==> config.mk <==
export PLATFORM = sky130hd
export DESIGN_NAME = dmem_access_ctrl
export DESIGN_NICKNAME = d
export VERILOG_FILES = /design/src/rtl/dmem_access_ctrl.sv
export SDC_FILE = /design/constraint.sdc
export NUM_CORES = 1
export LEC_CHECK = 0
export CAP_MARGIN = 40
export CORE_AREA = 4 4 230 232
export DETAILED_ROUTE_END_ITERATION = 7
export DIE_AREA = 0 0 234 236
export PLACE_DENSITY = 0.6
export SETUP_SLACK_MARGIN = 0.1
export SYNTH_ARGS = -nofsm -noshare
export SYNTH_HDL_FRONTEND = slang
export SYNTH_SLANG_ARGS = --single-unit
==> constraint.sdc <==
create_clock -name i_clk -period 2.03 [get_ports i_clk]
set_clock_uncertainty 0.1 [all_clocks]
set_input_delay 0.609 -clock i_clk [delete_from_list [all_inputs] [get_ports i_clk]]
set_output_delay 0.609 -clock i_clk [all_outputs]
set_load 0.03 [all_outputs]
==> src/rtl/dmem_access_ctrl.sv <==
// Arbiter and sequencer sharing one single-port synchronous data RAM between
// the Memory-stage CPU port and the debug/program-loader port.
//
// state    | meaning
// S_IDLE   | arbitrate between unmasked requests, latch the winner's access
// S_ACCESS | strobe the RAM for an aligned access, or flag a misaligned one
// S_WAIT   | down-count the RAM read latency, capture read data at terminal count
// S_DONE   | one-cycle done/err pulse to the grantee
module dmem_access_ctrl #(
  parameter int WORD        = 64,
  parameter int MEM_LATENCY = 2,
  parameter int OFS_W       = 3
) (
  input  logic            i_clk,
  input  logic            i_rst_n,
  input  logic            i_cpu_mem_read,
  input  logic            i_cpu_mem_write,
  input  logic [WORD-1:0] i_cpu_addr,
  input  logic [WORD-1:0] i_cpu_wdata,
  output logic [WORD-1:0] o_cpu_rdata,
  output logic            o_cpu_done,
  output logic            o_cpu_err,
  output logic            o_cpu_stall,
  input  logic            i_dbg_req,
  input  logic            i_dbg_we,
  input  logic [WORD-1:0] i_dbg_addr,
  input  logic [WORD-1:0] i_dbg_wdata,
  output logic [WORD-1:0] o_dbg_rdata,
  output logic            o_dbg_done,
  output logic            o_dbg_err,
  output logic            o_ram_en,
  output logic            o_ram_we,
  output logic [WORD-1:0] o_ram_addr,
  output logic [WORD-1:0] o_ram_wdata,
  input  logic [WORD-1:0] i_ram_rdata,
  output logic            o_busy
);

  typedef enum logic [1:0] {
    S_IDLE   = 2'd0,
    S_ACCESS = 2'd1,
    S_WAIT   = 2'd2,
    S_DONE   = 2'd3
  } state_t;

  localparam logic [3:0] LAT_M1 = 4'(MEM_LATENCY - 1);

  state_t          r_state;
  state_t          w_state_nxt;
  logic            r_gnt_cpu;
  logic            r_last_cpu;
  logic            r_served;
  logic            r_we;
  logic            r_err;
  logic [WORD-1:0] r_addr;
  logic [WORD-1:0] r_wdata;
  logic [WORD-1:0] r_cpu_rdata;
  logic [WORD-1:0] r_dbg_rdata;
  logic [3:0]      r_cnt;

  logic w_cpu_req;
  logic w_cpu_vis;
  logic w_dbg_vis;
  logic w_grant;
  logic w_pick_cpu;
  logic w_aligned;
  logic w_cnt_tc;
  logic w_ram_en;
  logic w_ram_we;
  logic w_cpu_done;
  logic w_dbg_done;

  assign w_cpu_req  = i_cpu_mem_read | i_cpu_mem_write;
  // r_served is high only in the first IDLE cycle after DONE; it hides the
  // requester just served so the other side gets a chance.
  assign w_cpu_vis  = w_cpu_req & ~(r_served & r_gnt_cpu);
  assign w_dbg_vis  = i_dbg_req & ~(r_served & ~r_gnt_cpu);
  assign w_grant    = (r_state == S_IDLE) & (w_cpu_vis | w_dbg_vis);
  assign w_pick_cpu = w_cpu_vis & (~w_dbg_vis | ~r_last_cpu);
  assign w_aligned  = (r_addr[OFS_W-1:0] == '0);
  assign w_cnt_tc   = (r_cnt == 4'd0);

  always_comb begin
    w_state_nxt = r_state;
    w_ram_en    = 1'b0;
    w_ram_we    = 1'b0;
    case (r_state)
      S_IDLE: begin
        if (w_grant) w_state_nxt = S_ACCESS;
      end
      S_ACCESS: begin
        if (w_aligned) begin
          w_ram_en = 1'b1;
          w_ram_we = r_we;
          // Reads always pass through WAIT so the data is captured at the
          // end of cycle A+MEM_LATENCY, including MEM_LATENCY==1.
          w_state_nxt = r_we ? S_DONE : S_WAIT;
        end else begin
          w_state_nxt = S_DONE;
        end
      end
      S_WAIT: begin
        if (w_cnt_tc) w_state_nxt = S_DONE;
      end
      S_DONE: begin
        w_state_nxt = S_IDLE;
      end
      default: begin
        w_state_nxt = S_IDLE;
      end
    endcase
  end

  always_ff @(posedge i_clk or negedge i_rst_n) begin
    if (!i_rst_n) begin
      r_state <= S_IDLE;
    end else begin
      r_state <= w_state_nxt;
    end
  end

  always_ff @(posedge i_clk or negedge i_rst_n) begin
    if (!i_rst_n) begin
      r_gnt_cpu   <= 1'b0;
      r_last_cpu  <= 1'b0;
      r_served    <= 1'b0;
      r_we        <= 1'b0;
      r_err       <= 1'b0;
      r_addr      <= '0;
      r_wdata     <= '0;
      r_cpu_rdata <= '0;
      r_dbg_rdata <= '0;
      r_cnt       <= 4'd0;
    end else begin
      r_served <= (r_state == S_DONE);
      case (r_state)
        S_IDLE: begin
          if (w_grant) begin
            r_gnt_cpu  <= w_pick_cpu;
            r_last_cpu <= w_pick_cpu;
            r_we       <= w_pick_cpu ? i_cpu_mem_write : i_dbg_we;
            r_addr     <= w_pick_cpu ? i_cpu_addr : i_dbg_addr;
            r_wdata    <= w_pick_cpu ? i_cpu_wdata : i_dbg_wdata;
            r_err      <= 1'b0;
          end
        end
        S_ACCESS: begin
          if (!w_aligned) begin
            r_err <= 1'b1;
            if (!r_we) begin
              if (r_gnt_cpu) r_cpu_rdata <= '0;
              else           r_dbg_rdata <= '0;
            end
          end else if (!r_we) begin
            r_cnt <= LAT_M1;
          end
        end
        S_WAIT: begin
          if (w_cnt_tc) begin
            if (r_gnt_cpu) r_cpu_rdata <= i_ram_rdata;
            else           r_dbg_rdata <= i_ram_rdata;
          end else begin
            r_cnt <= r_cnt - 4'd1;
          end
        end
        default: begin
        end
      endcase
    end
  end

  assign w_cpu_done  = (r_state == S_DONE) &  r_gnt_cpu;
  assign w_dbg_done  = (r_state == S_DONE) & ~r_gnt_cpu;

  assign o_cpu_done  = w_cpu_done;
  assign o_cpu_err   = w_cpu_done & r_err;
  assign o_cpu_rdata = r_cpu_rdata;
  assign o_cpu_stall = w_cpu_req & ~w_cpu_done;
  assign o_dbg_done  = w_dbg_done;
  assign o_dbg_err   = w_dbg_done & r_err;
  assign o_dbg_rdata = r_dbg_rdata;
  assign o_ram_en    = w_ram_en;
  assign o_ram_we    = w_ram_we;
  assign o_ram_addr  = r_addr;
  assign o_ram_wdata = r_wdata;
  assign o_busy      = (r_state != S_IDLE);

endmodule
After elaboration in Yosys (flattened, before gate mapping):

Index checks and enable logic that the tools add are counted.

* register bits after elaboration: 266
* word-level logic and storage cells: 86
* input bits: 326
* output and inout port bits: 264

* equality and inequality tests: 13
* multiplexer cells: 31
* add/sub/neg operators: 1
* bitwise gates (word level): 19
* reductions and logical operators: 12

Operators with widths (count)
* $mux W64: 12
* $pmux W64 S2: 2
* $ne A2 B2 Y1 const B: 10
* $mux W4: 3
* $reduce_and A6 Y1: 2
* $and A1 B1 Y1: 11
* $mux W1: 9
* $pmux W2 S4: 1
* $pmux W4 S2: 1
* $reduce_bool A2 Y1: 3
* $not A1 Y1: 5
* $eq A2 B2 Y1 const B: 2
* $logic_not A4 Y1: 1
* $mux W2: 2
* $reduce_and A2 Y1: 2
* $reduce_and A4 Y1: 1
* $sub A4 B1 Y4 const B: 1
* $logic_not A3 Y1: 1
* $or A1 B1 Y1: 3
* $reduce_and A3 Y1: 1
* $eq A2 B1 Y1 const B: 1
* $logic_not A2 Y1: 1
* $pmux W1 S2: 1

Depth between registers and ports, before layout:

Gate-level depths: netlist of run 1.

* word-level depth: 8
* mapped depth: 9
* depth with buffers taken out: 6

Worst setup path after synthesis of run 1:

OpenSTA, ideal clock, no wires.

* path kind: reg-to-output
* start point: register r_addr[1], in the netlist o_ram_addr[1]
* end point: output port o_ram_we
* buffers on the path: 0
* path slack: -0.302 ns
* data required time: 1.321 ns
* stages on the path, launching flop included: 3
* arrival time: 1.623 ns
* cells stage by stage: dfrtp_1 or3_1 nor3_1

* longest elaborated chain between the ends: 3

RTL lines
* start, declared: line 55 `logic [WORD-1:0] r_addr;`
* start signal, assigned: line 142 `r_addr <= w_pick_cpu ? i_cpu_addr : i_dbg_addr;`
* $logic_not A3 Y1: line 80 `assign w_aligned = (r_addr[OFS_W-1:0] == '0);`
* $mux W1: line 92 `if (w_aligned) begin`
* $mux W1: line 87 `case (r_state)`
* end, declared: line 32 `output logic o_ram_we,`

No other way between the ends.

Final worst setup path of run 1:

* start point: register r_addr[0], in the netlist o_ram_addr[0]
* end point: output port o_ram_we

The elaborated chain is that of the path after synthesis.

==> results.cfg, run 1 <==
[outcome]
status = finished, violations left
violations = negative setup slack

[yosys]
synth_top_area_frac = 0.570
ys_types = 38
synth_top_flop_cell = dfrtp_1
synth_edf_count = 0
synth_seq_area_share = 0.570
synth.cell_area_mm2 = 0.0117
synthArstFlopShare = 1.00
post_synth_main_area_contributors = dfrtp_1 (57%), mux2_2 (25%), a22o_1 (9.8%)
ys_warn_count = 0
ys_seq_elements = 266
syn_nets = 1156
synth_cells = 823
synth_top_cell_by_area = dfrtp_1
avgSynthCellArea_um2 = 14.2

[critical_path]
cp-end-kind = output port
crit_fanout = 4
path_class = register to output port
r2r_slack_ps = -370
r2r_end = o_dbg_rdata[3]$_DFFE_PN0P_
reg2reg_from = r_state[0]$_DFFE_PN0P_
required_ps = 1320
r2r_cells = 11
crit_arrival_ps = 1760
worstSetupStartpoint = o_ram_addr[0]$_DFFE_PN0P_
start_kind = register

[routing]
drcViolationCount = 0
wirelength_um = 51400
drt_iter0_markers = 436
dr.pass1.iters = 4
wl_per_cell_um = 22.8
ant_nets = 0
vias_per_cell = 4.52
vias = 10200

[clocking]
clock-root-buffer = clkbuf_16
clock_latency_ps = 520
htreeDepth = 2
cts.clk_slew.worst_paths_ps = 60
cts_buffer_depth = 3
clock-sinks = 266
cts_tree = yes
numCtsBuffers = 34

[timing]
setup_viol = 265
worst_pin_slew_ps = 309
hold_viol = 0
slew_violations = 0
clock.fmax_mhz = 406
slew_headroom = 0.793
hold_ws_ps = 395
layout_setup_ws_ps = -435
rsz0062_at_grt = yes
timing.final.crit_share = 1.21
timing.final.crit_period_ps = 2470

[final_layout]
area_growth_pct = 81.3
finalCoreUtilization = 0.415
post_layout_nonfiller_instances = 2252
nets = 1881
drive_gt1_frac = 0.494

[flow_run]
cap_violations = 0

[worst_hold_path]
hp-start = o_dbg_rdata[12]$_DFFE_PN0P_
worstHoldPathType = register to register
worstHoldEndpoint = o_dbg_rdata[12]$_DFFE_PN0P_
holdPathStages = 1

[pwr]
power_frac_comb = 0.586
peakVddDrop_mv = 0.810
p_clk_frac = 0.159
p_sw_mw = 15.1
power_frac_seq = 0.254
p_leak_nw = 9.86
p_per_area_mw_per_mm2 = 1710
switching_share = 0.418
fin_total_pwr_mw = 36.2
intPower_mw = 21.1

[global_routing]
grt_max_degree = 55
antenna_found_initial = 1
grt_pass1_wl_um = 68000
first_global_vias = 10800
grt_util_all_layers = 0.160
grt_overflow = 0

[floorplan]
initial_utilization = 0.229
core_mm2 = 0.0510
die_x_um = 234
io_pins = 590
die_area_mm2 = 0.0552
rows = 83
die_height_um = 236

[placed_design]
gp_congestion = 0.878
portBuffers = 589
hpwl_um = 34500
dp.cells = 2120
-- repair_timing --
action / CTS / global route
cloned: 11 / 27
hold endpoints to repair: 24 / 0
hold buffers: 1 / 0
setup endpoints to repair: 516 / 288
gates resized for setup: 1257 / 232
setup buffers: 16 / 19
pin swaps: 43 / 58
-- power by group through the flow --
stage	Clock (mW)	Combinational (mW)	Sequential [mW]
2_1_floorplan	0	6.03	13.8
3_3_place_gp	0	19.0	9.17
3_5_place_dp	0	19.2	9.24
4_1_cts	6.00	18.4	9.15
5_1_grt	6.19	22.2	9.50
6_report	5.77	21.2	9.22
-- worst max-delay path: stages (launching register included) --
cell     delay, ps
dfrtp_2        400
or3_4          410
buf_6          150
nor3_4         140
buf_12         150
-- cells by family (layout without fill, tap and decap cells) --
group,after synthesis,after routing,synth area share
other,0,2,0
adder cells (fa/ha/maj),7,7,0.00751
multiplexers,258,258,0.249
flip-flops,266,266,0.570
AND/OR/NAND/NOR,55,55,0.0243
AO/OA/AOI/OAI,167,167,0.119
buffers and inverters,70,817,0.0300
-- Yosys cell counts (3+ instances only) --
master,count
clkbuf_1,16
mux2_2,256
inv_1,7
buf_2,31
buf_1,6
nor2b_1,3
buf_4,5
nor3_1,5
a21oi_1,3
o21ai_0,6
nor2_1,4
nand2_1,25
a31oi_1,6
dfrtp_1,266
buf_6,4
o31ai_1,16
or3_1,3
ha_1,7
a22o_1,130
-- flip-flops by register name (all words and copies together) (netlist names) --
name	flops
r_we	1
o_ram_wdata	64
r_cnt	4
r_err	1
r_last_cpu	1
r_served	1
o_dbg_rdata	64
r_state	2
o_ram_addr	64
o_cpu_rdata	64
-- cell usage in the layout, fill, tap and decap left out, types with 9 or more instances in the layout --
| cell | Yosys | routed |
|---|---|---|
| clkdlybuf4s50_1 | 0 | 323 |
| dfrtp_1 | 266 | 263 |
| buf_2 | 31 | 242 |
| a22o_1 | 130 | 130 |
| mux2_2 | 256 | 128 |
| mux2_4 | 0 | 128 |
| buf_4 | 5 | 66 |
| clkbuf_16 | 0 | 54 |
| buf_12 | 0 | 34 |
| buf_6 | 4 | 30 |
| nand2_1 | 25 | 24 |
| buf_16 | 0 | 14 |
| buf_8 | 0 | 14 |
| clkbuf_1 | 16 | 9 |
-- how the worst max path moves through the flow --
| stage | endpoint | cells after the start |
|---|---|---|
| final | o_ram_we | 4 |
| after detailed placement | o_ram_addr[27]$_DFFE_PN0P_ | 7 |
| after floorplan | o_dbg_rdata[27]$_DFFE_PN0P_ | 9 |
| after global placement | o_ram_addr[27]$_DFFE_PN0P_ | 7 |
| after CTS | o_ram_we | 5 |
| after global routing | o_ram_we | 4 |
-- routing by layer --
layer	share of wire	global-route usage
met2	0.50	0.285
met4	0.031	0.0486
met3	0.081	0.0435
met1	0.39	0.188
met5	0	0
-- metrics by stage --
stage	setup TNS, ps	setup WS [ps]	instance area (um^2)
after CTS	-29270	-516	19800
after global placement	-89120	-638	19200
after detailed placement	-90900	-644	19200
after floorplan	-8240	-176	11900
final	-56260	-435	21200
after global routing	-74030	-526	21200
-- cell type report --
cell class              instances  area [um^2]
flip-flops and latches        266         6660
well taps                     680          851
clock buffers                  48          965
diodes                          2         5.00
fillers                      4797        29800
repair buffers                751         7140
multi-input cells             487         5410
clock inverters                10         88.8
inverters                       8         35.0
No activity file was read; power rests on OpenSTA's default activity.
==> inputs of run 2 (changes only) <==
--- a/config.mk
+++ b/config.mk
@@ -5,7 +5,6 @@
 export SDC_FILE = /design/constraint.sdc
 export NUM_CORES = 1
 export LEC_CHECK = 0
-export CAP_MARGIN = 40
 export CORE_AREA = 4 4 230 232
 export DETAILED_ROUTE_END_ITERATION = 7
 export DIE_AREA = 0 0 234 236
==> results of run 2 <==
Final layout, timing and power as in run 1 (identical DEF).
==> inputs of run 3 (changes only) <==
--- a/config.mk
+++ b/config.mk
@@ -5,10 +5,12 @@
 export SDC_FILE = /design/constraint.sdc
 export NUM_CORES = 1
 export LEC_CHECK = 0
-export CORE_AREA = 4 4 230 232
+export CAP_MARGIN = 30
+export CORE_AREA = 4 4 228 230
 export DETAILED_ROUTE_END_ITERATION = 7
-export DIE_AREA = 0 0 234 236
-export PLACE_DENSITY = 0.6
+export DIE_AREA = 0 0 232 234
+export DONT_BUFFER_PORTS = 1
+export PLACE_DENSITY = 0.45
 export SETUP_SLACK_MARGIN = 0.1
 export SYNTH_ARGS = -nofsm -noshare
 export SYNTH_HDL_FRONTEND = slang
==> run 3 against run 2 <==
- the flow finishes with violations (negative hold slack, negative setup slack)
- sequential power up 59%
- global-route usage down 3.3 points
- critical path depth unchanged
- die area down 1.7%
- critical path type unchanged
- routed wire length down 19%
- fmax down 2.4%
- largest power group is now sequential cells
- core utilization down 9.8 points
- highest routed layer unchanged
==> results.cfg, run 3 (same netlist as run 1, synthesis figures left out) <==
[clocking]
cts.clk_slew.worst_paths_ps = 60
clock_latency_ps = 570
cts_buffer_depth = 3
clock-sinks = 266
clock-root-buffer = clkbuf_16
numCtsBuffers = 30
cts_tree = yes
htreeDepth = 1

[critical_path]
cp-end-kind = output port
required_ps = 1320
cp_cell_sequence = or3_4 -> buf_6 -> nor3_4 -> buf_6
critPathBufInv = 2
crit_path_top_delay_cell = or3_4
crit_fanout = 4
max_stage_delay_ps = 420
critPathTopFamily = simple AND/OR/NAND/NOR gates
crit_arrival_ps = 1820
start_kind = register
path_class = register to output port
worst_path_most_repeated_cell = buf_6

[outcome]
violations = negative hold slack, negative setup slack
status = finished, violations left

[worst_hold_path]
worstHoldPathType = input pin to async pin

[routing]
vias_per_cell = 4.77
ant_nets = 0
dr.pass1.iters = 4
drt_iter0_markers = 356
drcViolationCount = 0
wirelength_um = 41700
wl_per_cell_um = 26.0
vias = 7653

[global_routing]
grt_pass1_wl_um = 52900
antenna_found_initial = 3
grt_max_degree = 267
grt_util_all_layers = 0.127
grt_overflow = 0
first_global_vias = 7758

[pwr]
p_per_area_mw_per_mm2 = 2030
switching_share = 0.425
peakVddDrop_mv = 0.740
intPower_mw = 18.4
p_clk_frac = 0.184
p_sw_mw = 13.6
power_frac_seq = 0.458
p_leak_nw = 6.97
fin_total_pwr_mw = 32.0
power_frac_comb = 0.358

[placed_design]
placed_area_mm2 = 0.0129
hpwl_um = 27300
gp_congestion = 0.733
portBuffers = 0

[flow_run]
cap_violations = 0

[final_layout]
area_growth_pct = 35.3
final_common_cell = dfrtp_1
drive_gt1_frac = 0.497
layout_common_cells = dfrtp_1 (259), mux2_4 (130), a22o_1 (130)
nets = 1242
n_fill_cell = 4974
seqCellArea_mm2 = 0.00667
fin_area_mm2 = 0.0158
multi_input_area_mm2 = 0.00536

[timing]
setup_viol = 172
setup_tns_ps = -19290
clock.fmax_mhz = 396
worst_pin_slew_ps = 613
slew_violations = 0
timing.final.crit_period_ps = 2530
layout_setup_ws_ps = -496
hold_viol = 266
slew_headroom = 0.590
rsz0062_at_grt = yes
hold_ws_ps = -343
timing.final.crit_share = 1.24

[floorplan]
die_area_mm2 = 0.0543
die_height_um = 234
die_x_um = 232
core_mm2 = 0.0499
io_pins = 590
initial_utilization = 0.234
rows = 82
[run 3: area by class of cell]
type | count | share of cell area
Clock inverter | 9 | 0.0111
Multi-Input combinational cell | 487 | 0.340
Antenna cell | 2 | 0.000317
Tap cell | 672 | 0.0533
Sequential cell | 266 | 0.422
Clock buffer | 45 | 0.0575
Timing Repair Buffer | 116 | 0.114
Inverter | 8 | 0.00206
[run 3: worst reg2reg max path, delay by kind of cell (launching register included)]
| family | cells | cell delay, ps |
|---|---|---|
| flip-flops | 1 | 370 |
| AO/OA/AOI/OAI | 2 | 250 |
| buffers and inverters | 4 | 550 |
| adder cells (fa/ha/maj) | 1 | 170 |
| AND/OR/NAND/NOR | 2 | 680 |
[run 3: layer usage]
metal  global-route usage  part of all wire  vias up
li1                     -                 -     3242
met1                0.154              0.38     3974
met2                0.220              0.51      380
met3               0.0403             0.085       57
met4               0.0353             0.027        0
met5                    0                 0        -
[run 3: path summary, 6_finish.rpt]
kind,startpoint,end,slack (ps),cells past startpoint
max,o_ram_addr[0]$_DFFE_PN0P_,o_ram_we,-500,4
min in group i_clk,i_ram_rdata[22],o_dbg_rdata[22]$_DFFE_PN0P_,80,1
max in group asynchronous,i_rst_n,o_cpu_rdata[63]$_DFFE_PN0P_,1760,0
min,i_rst_n,o_dbg_rdata[46]$_DFFE_PN0P_,-340,0
max reg2reg,r_state[1]$_DFFE_PN0P_,o_dbg_rdata[50]$_DFFE_PN0P_,-200,9
min reg2reg,r_cnt[2]$_DFFE_PN0P_,r_cnt[2]$_DFFE_PN0P_,510,2
[run 3: power by group through the flow]
stage / sequential, mW / clock [mW] / combinational [mW]
2_1_floorplan: 13.8 / 0 / 6.03
3_3_place_gp: 14.8 / 0 / 7.67
3_5_place_dp: 14.7 / 0 / 7.85
4_1_cts: 14.7 / 6.11 / 8.94
5_1_grt: 14.9 / 6.33 / 12.2
6_report: 14.7 / 5.91 / 11.5
[run 3: per-stage QoR]
stage	utilization	instances	worst slack, ps
6_report	0.317	1605	-496
5_1_grt	0.317	1605	-569
4_1_cts	0.291	1568	-563
3_5_place_dp	0.259	1493	-433
3_3_place_gp	0.259	1493	-359
2_1_floorplan	-	823	-176
[run 3: repair_timing]
item                                    in CTS  in global routing
resized for setup                           48                182
cloned                                       6                 23
endpoints found under the setup margin     272                276
setup buffers                               16                 13
hold endpoints to repair                   266                266
pin swaps                                   38                 13
